**config.mk**
```make
export PLATFORM = sky130hd
export DESIGN_NAME = code_lock
export DESIGN_NICKNAME = d
export VERILOG_FILES = /design/src/rtl/code_lock.sv
export SDC_FILE = /design/constraint.sdc
export NUM_CORES = 1
export LEC_CHECK = 0
export BUFFER_PORTS_ARGS = -buffer_cell sky130_fd_sc_hd__buf_4
export CAP_MARGIN = 30
export CORE_ASPECT_RATIO = 1.5
export CORE_MARGIN = 4
export CORE_UTILIZATION = 53
export DETAILED_ROUTE_END_ITERATION = 16
export PLACE_DENSITY = 0.76
export SETUP_SLACK_MARGIN = 0.02
export SYNTH_ARGS = -nofsm -noshare
export SYNTH_HDL_FRONTEND = slang
export SYNTH_SLANG_ARGS = --single-unit
```
**constraint.sdc**
```tcl
create_clock -name clk -period 4.8 [get_ports clk]
set_input_delay 0.96 -clock clk [delete_from_list [all_inputs] [get_ports clk]]
set_output_delay 0.96 -clock clk [all_outputs]
set_load 0.05 [all_outputs]
```
**src/rtl/code_lock.sv**
```systemverilog
// Byte-serial combination lock: gathers CODE_BYTES bytes MSB first, unlocks on a
// match, counts consecutive failures and enforces a timed lockout after MAX_FAILS.
module code_lock #(
   parameter int unsigned                CODE_BYTES     = 4,
   parameter logic [8*CODE_BYTES-1:0]    CODE           = 32'hBAADC0DE,
   parameter int unsigned                MAX_FAILS      = 3,
   parameter int unsigned                LOCKOUT_CYCLES = 16,
   parameter int unsigned                GAP_CYCLES     = 8
) (
   input  logic                               clk,
   input  logic                               reset,
   input  logic [7:0]                         din,
   input  logic                               din_valid,
   input  logic                               relock,
   output logic                               unlocked,
   output logic                               lockout,
   output logic [$clog2(MAX_FAILS+1)-1:0]     fail_count
);

   localparam int unsigned IW = $clog2(CODE_BYTES + 1);
   localparam int unsigned GW = $clog2(GAP_CYCLES + 1);
   localparam int unsigned LW = $clog2(LOCKOUT_CYCLES + 1);
   localparam int unsigned FW = $clog2(MAX_FAILS + 1);
   localparam int unsigned SW = 8 * CODE_BYTES;

   localparam logic [IW-1:0] LAST_IDX  = IW'(CODE_BYTES - 1);
   localparam logic [GW-1:0] GAP_LAST  = GW'(GAP_CYCLES - 1);
   localparam logic [LW-1:0] LOCK_LOAD = LW'(LOCKOUT_CYCLES - 1);
   localparam logic [FW-1:0] FAIL_LAST = FW'(MAX_FAILS - 1);
   localparam logic [FW-1:0] FAIL_MAX  = FW'(MAX_FAILS);

   typedef enum logic [1:0] {
      S_IDLE,
      S_COLLECT,
      S_UNLOCKED,
      S_LOCKOUT
   } state_t;

   state_t          state_q,    state_d;
   logic [IW-1:0]   idx_q,      idx_d;
   logic [GW-1:0]   gap_q,      gap_d;
   logic [SW-1:0]   shift_q,    shift_d;
   logic [FW-1:0]   fail_q,     fail_d;
   logic [LW-1:0]   lock_cnt_q, lock_cnt_d;
   logic            unlocked_q, lockout_q;
   logic [SW-1:0]   entry;

   // NOTE: every variable gets a default at the top of the block so no path leaves it unassigned (no latches).
   always_comb begin
      state_d    = state_q;
      idx_d      = idx_q;
      gap_d      = gap_q;
      shift_d    = shift_q;
      fail_d     = fail_q;
      lock_cnt_d = lock_cnt_q;

      // Candidate entry including the byte on the bus; written this way so CODE_BYTES=1 works.
      entry      = shift_q << 8;
      entry[7:0] = din;

      unique case (state_q)
         S_IDLE, S_COLLECT: begin
            if (relock) begin
               state_d = S_IDLE;
               idx_d   = '0;
               gap_d   = '0;
               shift_d = '0;
            end else if (din_valid) begin
               gap_d = '0;
               if (idx_q == LAST_IDX) begin
                  idx_d   = '0;
                  shift_d = '0;
                  if (entry == CODE) begin
                     state_d = S_UNLOCKED;
                     fail_d  = '0;
                  end else if (fail_q == FAIL_LAST) begin
                     state_d    = S_LOCKOUT;
                     lock_cnt_d = LOCK_LOAD;
                     fail_d     = FAIL_MAX;
                  end else begin
                     state_d = S_IDLE;
                     fail_d  = fail_q + 1'b1;
                  end
               end else begin
                  state_d = S_COLLECT;
                  idx_d   = idx_q + 1'b1;
                  shift_d = entry;
               end
            end else if (state_q == S_COLLECT) begin
               // Sender stalled too long: drop the partial entry without counting a failure.
               if (gap_q == GAP_LAST) begin
                  state_d = S_IDLE;
                  idx_d   = '0;
                  gap_d   = '0;
                  shift_d = '0;
               end else begin
                  gap_d = gap_q + 1'b1;
               end
            end
         end

         S_UNLOCKED: begin
            if (relock) state_d = S_IDLE;
         end

         S_LOCKOUT: begin
            if (lock_cnt_q == '0) begin
               state_d = S_IDLE;
               fail_d  = '0;
            end else begin
               lock_cnt_d = lock_cnt_q - 1'b1;
            end
         end

         default: state_d = S_IDLE;
      endcase
   end

   // NOTE: sequential state uses non-blocking assignments so every flop samples pre-edge values.
   always_ff @(posedge clk or posedge reset) begin
      if (reset) begin
         state_q    <= S_IDLE;
         idx_q      <= '0;
         gap_q      <= '0;
         shift_q    <= '0;
         fail_q     <= '0;
         lock_cnt_q <= '0;
         unlocked_q <= 1'b0;
         lockout_q  <= 1'b0;
      end else begin
         state_q    <= state_d;
         idx_q      <= idx_d;
         gap_q      <= gap_d;
         shift_q    <= shift_d;
         fail_q     <= fail_d;
         lock_cnt_q <= lock_cnt_d;
         unlocked_q <= (state_d == S_UNLOCKED);
         lockout_q  <= (state_d == S_LOCKOUT);
      end
   end

   assign unlocked   = unlocked_q;
   assign lockout    = lockout_q;
   assign fail_count = fail_q;

endmodule
```
==> flow_metrics.py <==
metrics = {
    "status": {
        "status": "completed",
    },
    "clocking": {
        "cts_setup_buffers": 0,
        "cts_root_buf": "clkbuf_8",
        "cts.clk_slew.worst_paths_ns": 0.08,
        "cts_tree": "built",
        "cts_buffer_depth": 2,
        "ctsResizeCount": 0,
        "holdBufCountCts": 0,
        "htreeDepth": 2,
        "insertion_delay_ns": 0.29,
        "cts_buffers": 5,
        "cts_sinks": 42,
    },
    "sta": {
        "setup_viol": 0,
        "fmax_mhz": 421,
        "tightest_slew_ns": 0.829,
        "tns_ns": 0,
        "maxSlewViolCount": 0,
        "fin_crit_ns": 2.37,
        "finalHoldViolCount": 0,
        "slew-limit-headroom_pct": 44.7,
        "rsz0062_at_grt": "false",
        "post-route-period-util_pct": 49.5,
        "clock_skew_ns": 0.0103,
    },
    "setup_path": {
        "cp_data_required_time_ns": 4.96,
        "r2r_slack_ns": 2.61,
        "crit_path_end_kind": "flop",
        "start_kind": "primary input",
        "critPathMaxFanout": 7,
        "crit_arrival_ns": 2.53,
        "cp_slowest_cell": "or3b_2",
        "crit_path_cell_trace": "buf_4, nand2b_1, or3b_2, a211oi_2, or2_1, a41oi_2",
        "reg2reg_to": "lock_cnt_q[2]",
        "startpoint": "relock",
        "regToRegStartpoint": "lock_cnt_q[0]",
        "r2r_cells": 6,
        "crit_family": "simple AND/OR/NAND/NOR gates",
        "max_stage_delay_ns": 0.57,
        "path_buf_inv": 1,
        "setup.worst_path.class": "in2reg",
    },
    "route": {
        "first_pass_iters": 4,
        "routedWlPerCell_um": 16.5,
        "via_count": 1407,
        "antenna_left": 0,
        "wirelength_um": 3770,
        "route.detailed.drc": 0,
        "vias_per_cell": 6.17,
        "drtIter0Drc": 60,
    },
    "synth": {
        "synthCells": 171,
        "synthFlopType": "dfrtp_1",
        "syn_nets": 188,
        "synth_edf_count": 0,
        "syn_area_mm2": 0.00195,
        "synth.distinct_cells": 43,
        "yosys_warnings": 0,
        "ys_ff_latch": 42,
        "avgSynthCellArea_um2": 11.4,
        "seq_area_frac_synth_pct": 53.8,
        "postSynth.asyncResetShare_pct": 100,
    },
    "global_route": {
        "globalRouteOverflowTotal": 0,
        "gr-usage-all-layers_pct": 18.4,
        "grt_max_degree": 43,
        "first_global_vias": 1447,
        "grt_pass1_wl_um": 6760,
        "antenna_found_initial": 0,
    },
    "pwr": {
        "vdd_drop_max_mv": 0.285,
        "p_per_area_mw_per_mm2": 335,
        "power.switching_w": 0.000173,
        "power_leakage_nw": 1.04,
        "swShare_pct": 23.5,
        "internal-power_w": 0.000564,
        "seqPwrFrac_pct": 51.9,
        "p_comb_share_pct": 9.6,
        "p_clk_share_pct": 38.6,
    },
    "finish": {
        "drive_above_1_share_pct": 19.4,
        "diodes": 0,
        "layout_common_cells": "dfrtp_1, a22o_1, buf_4",
        "final_common_cell": "dfrtp_1",
        "area_growth_pct": 12.8,
        "final_area_mm2": 0.00220,
        "nNetsFinal": 203,
    },
    "die": {
        "core_area_mm2": 0.00348,
        "die_area_mm2": 0.00474,
        "die_w_um": 57.6,
        "start_util_pct": 56.1,
        "io_pins": 16,
        "rows": 26,
        "die_y_um": 82.3,
    },
    "worst_hold_path": {
        "min_path_type": "reg2reg",
        "hold_end": "idx_q[2]",
        "hp-start": "idx_q[2]",
        "hold_depth": 1,
    },
    "place": {
        "gpl.final_weighted_congestion": 0.818,
        "io_buffer_count": 15,
        "detailed_place.area_mm2": 0.00209,
        "dp_hpwl_um": 2670,
    },
    "run": {
        "maxCapViolCount": 0,
    },
}
## cells in the mapped netlist, types with 4 or more instances
master | number | area [µm²]
ha_1 | 5 | 62.6
nor3_1 | 6 | 30.0
a21oi_1 | 7 | 35.0
o21ai_0 | 11 | 55.1
dfrtp_1 | 42 | 1050
nand4b_1 | 4 | 35.0
clkbuf_1 | 7 | 26.3
a22o_1 | 25 | 219
nor2_1 | 6 | 22.5
nand2_1 | 11 | 41.3
inv_1 | 8 | 30.0
## logic make-up after synthesis
group | share of synthesized area [%]
AO/OA/AOI/OAI | 21.9
flip-flops | 53.8
buffers and inverters | 3.72
multiplexers | 0.577
adder cells (fa/ha/maj) | 3.21
XOR/XNOR | 0.449
AND/OR/NAND/NOR | 16.3
## area by class of cell
cell class | count | area (µm²)
clock buffers | 6 | 82.6
clock inverters | 1 | 30.0
fillers | 249 | 1280
inverters | 8 | 30.0
multi-input cells | 112 | 828
flip-flops and latches | 42 | 1050
well taps | 42 | 52.6
repair buffers | 17 | 128
## flip-flops by register name, summed over array words and instances (netlist names)
signal	flops
gap_q	4
state_q	2
unlocked	1
lock_cnt_q	5
shift_q	24
idx_q	3
lockout	1
fail_count	2
## metrics by stage
step	total power [W]	utilization (%)	std cells	hold slack, ns	setup slack [ns]
floorplan	0.000435	-	171	0.458	2.28
global placement	0.000458	60.0	221	0.474	2.19
detailed placement	0.000461	60.0	221	0.479	2.13
CTS	0.000743	63.3	228	0.501	2.44
global route	0.000769	63.3	228	0.542	2.33
finish	0.000737	63.3	228	0.496	2.43
## power by group through the flow
stage               Sequential, W  Combinational (W)  Clock [W]
global placement         0.000388          0.0000700          0
CTS                      0.000382          0.0000715   0.000290
global route             0.000385          0.0000789   0.000305
finish                   0.000382          0.0000704   0.000284
floorplan                0.000395          0.0000396          0
detailed placement       0.000389          0.0000714          0
## routing by layer
metal  track usage [%]  routed length (µm)  vias up  share of wire (%)
met2              32.1                1950       27                 52
li1                  -                   -      664                  -
met4              6.96                  59        0                1.6
met1              22.1                1620      708                 43
met3              3.89                 141        8                3.7
met5                 0                   0        -                  0
## worst reg2reg max path, cell delays in order, from the launching register on
cell	delay, ns
dfrtp_1	0.42
inv_1	0.09
ha_1	0.14
or4b_2	0.65
nor2b_1	0.24
or2_1	0.32
a22o_1	0.23
## worst max path at each step
stage | endpoint | slack, ns | cells after the start
after floorplan | lock_cnt_q[2] | 2.28 | 6
after global placement | lock_cnt_q[2] | 2.19 | 6
after detailed placement | lock_cnt_q[1] | 2.13 | 6
after CTS | lock_cnt_q[1] | 2.44 | 6
after global routing | lock_cnt_q[1] | 2.33 | 6
final | lock_cnt_q[1] | 2.43 | 6
(Power assumes the default switching activity.)
